## src/rtl/logic_unit_pkg.sv

```systemverilog
// rtl/logic_unit_pkg.sv - opcode encodings shared by the logic unit pipeline
package logic_unit_pkg;

  localparam int OP_W = 3;

  typedef enum logic [OP_W-1:0] {
    OP_AND     = 3'd0,
    OP_OR      = 3'd1,
    OP_NOT     = 3'd2,
    OP_NAND    = 3'd3,
    OP_NOR     = 3'd4,
    OP_XOR     = 3'd5,
    OP_XNOR    = 3'd6,
    OP_ILLEGAL = 3'd7
  } op_t;

endpackage

```

## src/rtl/logic_op_core.sv

```systemverilog
// rtl/logic_op_core.sv - combinational gate operation select
module logic_op_core
  import logic_unit_pkg::*;
#(
  parameter int WIDTH = 8
) (
  input  logic [WIDTH-1:0] a,
  input  logic [WIDTH-1:0] b,
  input  op_t              op,
  output logic [WIDTH-1:0] result,
  output logic             err
);

  always_comb begin
    result = '0;
    err    = 1'b0;
    case (op)
      OP_AND:  result = a & b;
      OP_OR:   result = a | b;
      OP_NOT:  result = ~a;
      OP_NAND: result = ~(a & b);
      OP_NOR:  result = ~(a | b);
      OP_XOR:  result = a ^ b;
      OP_XNOR: result = ~(a ^ b);
      default: err = 1'b1;
    endcase
  end

endmodule

```

## src/rtl/logic_unit_pipe.sv

```systemverilog
// rtl/logic_unit_pipe.sv - two-stage pipelined logic unit with accumulator and reduction flags
module logic_unit_pipe
  import logic_unit_pkg::*;
#(
  parameter int WIDTH = 8,
  parameter int OP_W  = logic_unit_pkg::OP_W
) (
  input  logic             clk,
  input  logic             rst_n,
  input  logic             in_valid,
  output logic             in_ready,
  input  logic [WIDTH-1:0] a,
  input  logic [WIDTH-1:0] b,
  input  logic [OP_W-1:0]  op,
  input  logic             acc_en,
  input  logic             acc_clr,
  output logic             out_valid,
  input  logic             out_ready,
  output logic [WIDTH-1:0] y,
  output logic             red_and,
  output logic             red_or,
  output logic             red_xor,
  output logic             zero,
  output logic             err
);

  logic             s1_valid;
  logic [WIDTH-1:0] s1_result;
  logic             s1_err;
  logic             s2_valid;
  logic [WIDTH-1:0] acc;

  logic             s1_adv;
  logic             s2_adv;
  logic             accept;
  logic [WIDTH-1:0] acc_eff;
  logic [WIDTH-1:0] b_eff;
  logic [WIDTH-1:0] core_result;
  logic             core_err;
  op_t              op_sel;

  // Ready depends only on registered valids and out_ready, never on in_valid.
  assign s2_adv    = !s2_valid || out_ready;
  assign s1_adv    = !s1_valid || s2_adv;
  assign in_ready  = s1_adv;
  assign accept    = in_valid && s1_adv;
  assign out_valid = s2_valid;

  assign acc_eff = acc_clr ? '0 : acc;
  assign b_eff   = acc_en ? acc_eff : b;
  assign op_sel  = op_t'(op);

  logic_op_core #(
    .WIDTH(WIDTH)
  ) u_core (
    .a      (a),
    .b      (b_eff),
    .op     (op_sel),
    .result (core_result),
    .err    (core_err)
  );

  always_ff @(posedge clk) begin
    if (!rst_n) begin
      s1_valid  <= 1'b0;
      s1_result <= '0;
      s1_err    <= 1'b0;
      s2_valid  <= 1'b0;
      y         <= '0;
      red_and   <= 1'b0;
      red_or    <= 1'b0;
      red_xor   <= 1'b0;
      zero      <= 1'b0;
      err       <= 1'b0;
      acc       <= '0;
    end else begin
      if (s1_adv) begin
        s1_valid <= in_valid;
        if (in_valid) begin
          s1_result <= core_result;
          s1_err    <= core_err;
        end
      end
      if (s2_adv) begin
        s2_valid <= s1_valid;
        if (s1_valid) begin
          y       <= s1_result;
          red_and <= &s1_result;
          red_or  <= |s1_result;
          red_xor <= ^s1_result;
          zero    <= (s1_result == '0);
          err     <= s1_err;
        end
      end
      // Accumulator moves at accept time, so the next beat already sees it.
      if (accept && acc_en && !core_err) begin
        acc <= core_result;
      end else if (acc_clr) begin
        acc <= '0;
      end
    end
  end

endmodule

```

## config.mk

```make
export PLATFORM = sky130hd
export DESIGN_NAME = logic_unit_pipe
export DESIGN_NICKNAME = d
export VERILOG_FILES = /design/src/rtl/logic_unit_pkg.sv /design/src/rtl/logic_op_core.sv /design/src/rtl/logic_unit_pipe.sv
export SDC_FILE = /design/constraint.sdc
export NUM_CORES = 1
export LEC_CHECK = 0
export BUFFER_PORTS_ARGS = -buffer_cell sky130_fd_sc_hd__buf_2
export CAP_MARGIN = 15
export CORE_MARGIN = 2
export CORE_UTILIZATION = 51
export CTS_CLUSTER_SIZE = 28
export DETAILED_ROUTE_END_ITERATION = 12
export PLACE_DENSITY = 0.8
export SYNTH_ARGS = -nofsm -noshare
export SYNTH_HDL_FRONTEND = slang
export SYNTH_SLANG_ARGS = --single-unit
```

## constraint.sdc

```tcl
create_clock -name clk -period 1.5 [get_ports clk]
set_input_delay 0.15 -clock clk [delete_from_list [all_inputs] [get_ports clk]]
set_output_delay 0.15 -clock clk [all_outputs]
set_load 0.02 [all_outputs]
```

==> results.md, run 1 <==
- Minimum clock period: 1.70 ns
- # fillers: 344
- Leading post-synthesis cells by cell area: dfxtp_1 28%, ha_1 13%, mux2_2 5.4%
- CTS Sinks: 32
- CP arrival: 1.91 ns
- Ratio of cells with drive above 1 in the final layout: 39.0%
- # DRC: 0
- RSZ-0062 raised after global routing: true
- Synthesized cell area: 2280 sq um
- Initial antenna violation count: 0
- Worst Path Required: 1.71 ns
- CP max FO: 2
- Clock Tree Buf Depth: 2
- CP Capture Type: flip-flop
- Yosys warning count: 0
- GR Overflow Total: 0
- Drt pass-1 iters: 6
- Failing checks: setup timing
- FMAX: 587 MHz
- Pwr/cell area: 719 nW/um^2
- Sequential area share after synthesis: 28.1%
- Vias in the first global route: 2071
- Root Driver: clkbuf_8
- Post-DP HPWL: 4000 microns
- Final Hold Vio Count: 0
- Mapped Cells: 276
- Initial Utilization: 52.8%
- Die Height: 70.9 microns
- First-pass GRT wire length: 8830 microns
- Worst min path class: primary input to flip-flop
- Asr flop ratio synth: 0%
- Worst vdd ir: 0.000337 V
- Synth Register Bits: 32
- WS Path Type: flip-flop to flip-flop
- Wire per inst: 13.8 microns
- Met1 wire length: 2260 microns
- Metal3 WL: 173 microns
- TritonCTS clock tree: built
- Routed Antenna Nets: 0
- Yosys cell types: 46
- Synth Area per Inst: 8.27 sq um
- # H-tree levels: 2
- Post-synth EDFFs: 0
- Worst-Skew Late Latency: 0.28 ns
- Leakage: 1.34 nW
- Status: complete, but fails checks
- Final period util: 114%
- Final setup vio count: 16
- Worst setup margin: -0.204 ns
- Max Slew Vio Count: 0
- Dpl ws: -0.266 ns
- Max Cap Viol: 0
- Clock skew: 0.00628 ns
- Most frequent cell after synthesis: dfxtp_1
- Max-slew headroom: 74.7%
- Fin cells: 385
- Top-area cell type share of the netlist area: 28.1%
- Core Area: 4320 sq um
- Row count: 24
- Chip width: 70.9 microns
- Via count: 2088
- Main synth FF type: dfxtp_1
- Detailed Route WL: 5300 microns
- Antenna fix cells: 0
- Clock Pin Slew Worst Setup and Hold Paths: 0.06 ns
- Nets: 382
- Hold buffer count at cts: 0
- GPL Wtd Cong: 0.789
- Met2 wire length: 2820 microns
- Fin Setup TNS: -2.53 ns
- GRT Resource Usage Total: 21.6%
- Vias per cell: 5.42
- TritonCTS Buffers: 5
- Area leader, netlist: dfxtp_1
- DR iter-0 viols: 38
- Buffers on Ports: 39
- Setup crit start kind: flip-flop
- Top cells by count, synth: 32 x dfxtp_1, 29 x inv_1, 24 x ha_1
- Pin count of the biggest net entering global routing: 24
- Total Die Area: 5030 sq um
- Area Growth Syn to Fin: 33.6%
- Syn Nets: 325
- DR top layer: met4
- I/O pin count: 40
- Inst Count DP: 374
- Worst Tran Pin Value: 0.379 ns
-- what timing repair did --
| action | 4_1_cts | 5_1_grt |
|---|---|---|
| cloned | 0 | 0 |
| pin swaps | 12 | 5 |
| gates resized for setup | 21 | 10 |
| setup endpoints to repair | 16 | 17 |
| setup buffers | 3 | 1 |
-- final timing paths --
kind	depth (start not counted)	slack (ns)	to	start
worst min register to register	2	0.46	y[2]$_SDFFE_PN0P_	y[2]$_SDFFE_PN0P_
worst max-delay path	8	-0.20	acc[0]$_SDFF_PN0_	acc[0]$_SDFF_PN0_
worst max register to register	8	-0.20	acc[0]$_SDFF_PN0_	acc[0]$_SDFF_PN0_
worst min-delay path	3	0.25	s1_valid$_SDFFE_PN0N_	in_valid
-- layout make-up --
class | instances | area, sq um | share of cell area [%]
Tap cell | 52 | 65.1 | 2.13
Clock buffer | 6 | 72.6 | 2.38
Timing Repair Buffer | 67 | 430 | 14.1
Inverter | 29 | 111 | 3.65
Clock inverter | 1 | 5.00 | 0.164
Multi-Input combinational cell | 198 | 1730 | 56.6
Sequential cell | 32 | 641 | 21.0
-- worst max-delay path, stage by stage (launching register included) --
cell     delay [ns]
dfxtp_1        0.30
nor2b_4        0.12
mux2_4         0.28
inv_2          0.07
ha_4           0.19
mux2_4         0.29
o21ai_2        0.13
o31ai_2        0.10
o22ai_1        0.15
-- logic make-up after synthesis --
family / share of synthesized area (%)
xor gates and xnor gates: 1.15
and+or+nand+nor: 20.9
muxes: 8.49
buffers and inverters: 8.93
adders and majority gates: 13.2
DFF: 28.1
AOI/OAI and AO/OA: 19.3
-- state kept, by name, indices dropped and copies added, names as in the netlist --
register	count
out_valid	1
y	8
s1_result	8
red_or	1
red_xor	1
err	1
s1_valid	1
red_and	1
zero	1
acc	8
s1_err	1
-- metal layers --
metal / GRT usage (%) / vias up
li1: - / 1066
met1: 24.9 / 975
met2: 40.8 / 42
met3: 4.13 / 5
met4: 5.24 / 0
met5: 0 / -
-- metrics by stage --
stage               instance area, sq um  hold slack, ns  util (%)  total power, mW
finish                              3050           0.249      70.5             2.19
global route                        3050           0.308      70.5             2.32
CTS                                 2990           0.247      69.2             2.18
detailed placement                  2810           0.455      64.9             1.55
global placement                    2810           0.447      64.9             1.53
floorplan                           2440           0.333         -             1.36
-- placed cells by master, fill, tap and decap left out, types with 4 or more instances in the layout --
cell type / Yosys / routed
inv_2: 0 / 7
dfxtp_1: 32 / 32
ha_4: 0 / 9
clkbuf_8: 0 / 5
nor2_1: 11 / 10
o21ai_1: 1 / 7
nor2b_4: 0 / 4
nor2b_2: 1 / 4
ha_1: 24 / 12
buf_4: 2 / 26
nand3_1: 17 / 17
a21boi_0: 14 / 14
mux2i_1: 7 / 5
mux2_4: 0 / 11
a21oi_1: 10 / 9
nor3_1: 4 / 4
nand2b_1: 7 / 7
nand2_1: 22 / 22
inv_1: 29 / 21
buf_2: 7 / 39
o21ai_0: 15 / 6
-- report_power, final --
group	switching (mW)	internal [mW]	total, mW
Clock	0.283	0.314	0.598
Combinational	0.342	0.337	0.678
Sequential	0.0226	0.895	0.918
Total	0.647	1.55	2.19
(Power assumes the default switching activity.)
==> run 2, diff against run 1 <==
--- a/config.mk
+++ b/config.mk
@@ -11,7 +11,7 @@
 export CORE_UTILIZATION = 51
 export CTS_CLUSTER_SIZE = 28
 export DETAILED_ROUTE_END_ITERATION = 12
-export PLACE_DENSITY = 0.8
+export PLACE_DENSITY_LB_ADDON = 0.3
 export SYNTH_ARGS = -nofsm -noshare
 export SYNTH_HDL_FRONTEND = slang
 export SYNTH_SLANG_ARGS = --single-unit
==> run 2 against run 1 <==
The run still ends with setup timing left; clock-buffer cell count up 1; setup slack worse by 0.051 ns; fmax down 2.9%; worst hold slack worse by 0.0083 ns; sequential power about the same; first-iteration DRC count up 84%; sequential cell count unchanged; critical endpoint is now acc[4]$_SDFF_PN0_.
==> results.md, run 2 (synthesized netlist as in run 1, its figures left out) <==
- Status: complete, but fails checks
- Failing checks: setup timing
- Fin cells: 379 (-1.6%)
- CP arrival: 1.92 ns (about the same)
- Core Area: 4320 sq um (unchanged)
- Clock Pin Slew Worst Setup and Hold Paths: 0.06 ns (about the same)
- # Post-CTS Setup Buffers: 0 (-3)
- Clock skew: 0.00405 ns (-0.00223 ns)
- Comb pwr share: 26.5% (-4.4 points)
- FMAX: 570 MHz (-2.9%)
- WS Path Type: flip-flop to flip-flop
- TritonCTS Buffers: 5 (unchanged)
- GPL Wtd Cong: 0.742 (-5.9%)
- Drt pass-1 iters: 4 (-2)
- RSZ-0062 raised after global routing: true
- Commonest non-fill, non-tap cell in the layout: buf_2
- Vias in the first global route: 1882 (-9.1%)
- Pwr/cell area: 813 nW/um^2 (+13%)
- Wire per inst: 13.2 microns (-4.4%)
- Max-slew headroom: 75.8% (+1.1 points)
- Routed Antenna Nets: 0 (unchanged)
- Dpl ws: -0.294 ns (-0.0276 ns)
- Worst path cell trace: nor2b_1 -> mux2_4 -> ha_4 -> o21bai_1 -> mux2i_1 -> a221oi_2 -> a21oi_1
- Max Slew Vio Count: 0 (unchanged)
- P_sw: 0.666 mW (+2.8%)
- DR iter-0 viols: 70 (+84%)
- # DRC: 0 (unchanged)
- Via count: 2045 (-2.1%)
- Worst Path Required: 1.66 ns (-0.05 ns)
- P_int: 1.80 mW (+16%)
- Initial antenna violation count: 0 (unchanged)
- First-pass GRT wire length: 8410 microns (-4.8%)
- Total Die Area: 5030 sq um (unchanged)
- GRT Resource Usage Total: 20.5% (-1.1 points)
- Pin count of the biggest net entering global routing: 24 (unchanged)
- # H-tree levels: 2 (unchanged)
- Antenna fix cells: 0 (unchanged)
- Total Power: 2.46 mW (+12%)
- CP Capture Type: flip-flop
- Switch share: 27.0% (-2.5 points)
- Post-DP HPWL: 3820 microns (-4.5%)
- Chip width: 70.9 microns (unchanged)
- Largest regs: acc (8), s1_result (8), y (8)
- Leakage: 1.33 nW (-1.5%)
- Fin util: 70.0% (-0.52 points)
- Final period util: 117% (+3.4 points)
- Nets: 375 (-1.8%)
- Worst vdd ir: 0.000499 V (+48%)
- Final setup vio count: 16 (unchanged)
- Worst min path class: primary input to flip-flop
- # fillers: 353 (+2.6%)
- Die Height: 70.9 microns (unchanged)
- Worst-Skew Late Latency: 0.28 ns (about the same)
- Biggest cell delay along the critical path: 0.36 ns (+0.06 ns)
- Initial Utilization: 52.8% (unchanged)
- Clock share of power: 36.3% (+9.1 points)
- Sequential power share: 37.2% (-4.6 points)
- CTS Sinks: 32 (unchanged)
- Slowest stage cell, crit path: a221oi_2
- Most frequent cells in the layout: 39 x buf_2, 32 x dfxtp_1, 22 x nand2_1
- Worst Tran Pin Value: 0.361 ns (-0.0182 ns)
- I/O pin count: 40 (unchanged)
- Row count: 24 (unchanged)
- CP max FO: 3 (+1)
- Inst Count DP: 371 (-0.80%)
- Worst setup margin: -0.255 ns (-0.0512 ns)
- Ratio of cells with drive above 1 in the final layout: 38.5% (-0.51 points)
- GR Overflow Total: 0 (unchanged)
- Max Cap Viol: 0 (unchanged)
- Area Growth Syn to Fin: 32.6%
- Area post-placement: 2760 sq um (-1.7%)
- Vias per cell: 5.40 (-0.51%)
- Root Driver: clkbuf_8
- Setup crit start kind: flip-flop
- Final Hold Vio Count: 0 (unchanged)
- Fin area: 3030 sq um (-0.74%)
- TritonCTS clock tree: built
- Multi-input gate area: 1730 sq um (+0.36%)
- Detailed Route WL: 4990 microns (-5.9%)
- Buffers on Ports: 39 (unchanged)
- Reg area: 641 sq um (unchanged)
- Minimum clock period: 1.76 ns (+0.0512 ns)
- Clock Tree Buf Depth: 2 (unchanged)
run 2: power by group through the flow:
stage / Clock (mW) / Sequential (mW) / Combinational (mW)
2_1_floorplan: 0 / 0.953 / 0.407
3_3_place_gp: 0 / 0.934 / 0.584
5_1_grt: 0.939 / 0.921 / 0.723
4_1_cts: 0.909 / 0.917 / 0.623
6_report: 0.895 / 0.916 / 0.652
3_5_place_dp: 0 / 0.935 / 0.595
run 2: layout make-up:
type,count,share of cell area [%]
repair buffers,60,11.7
well taps,52,2.15
inverters,29,3.68
clock buffers,7,3.18
flip-flops and latches,32,21.2
clock inverters,1,0.992
multi-input cells,198,57.2
run 2: repair_timing:
item | in CTS | in global routing
setup endpoints to repair | 16 | 16
cloned | 0 | 0
pin swaps | 14 | 8
endpoints found under the hold margin | 0 | 0
hold buffers | 0 | 0
gates resized for setup | 18 | 13
run 2: final timing paths:
check	startpoint	endpoint	slack, ns	depth (start not counted)
setup reg to reg	acc[4]$_SDFF_PN0_	acc[4]$_SDFF_PN0_	-0.26	7
hold reg to reg	y[2]$_SDFFE_PN0P_	y[2]$_SDFFE_PN0P_	0.46	2
setup / recovery	acc[4]$_SDFF_PN0_	acc[4]$_SDFF_PN0_	-0.26	7
hold / removal	in_valid	s1_valid$_SDFFE_PN0N_	0.24	3
run 2: metrics by stage:
step | setup TNS [ns] | hold WS (ns)
after floorplan | -0.520 | 0.333
after global placement | -3.30 | 0.448
after detailed placement | -3.80 | 0.454
after CTS | -2.45 | 0.243
after global routing | -3.85 | 0.262
final | -2.58 | 0.241
run 2: layer usage:
| layer | part of all wire [%] | GRT usage, % | wire [microns] |
|---|---|---|---|
| met1 | 44 | 25.6 | 2200 |
| met2 | 52 | 36.7 | 2580 |
| met3 | 3.3 | 2.99 | 167 |
| met4 | 0.84 | 5.66 | 42 |
| met5 | 0 | 0 | 0 |
run 2: critical path, delay by kind of cell, from the launching register on:
family,cells,cell delay (ns)
adder cells (fa/ha/maj),1,0.17
flip-flops,1,0.30
multiplexers,2,0.43
AND/OR/NAND/NOR,1,0.13
AO/OA/AOI/OAI,3,0.62
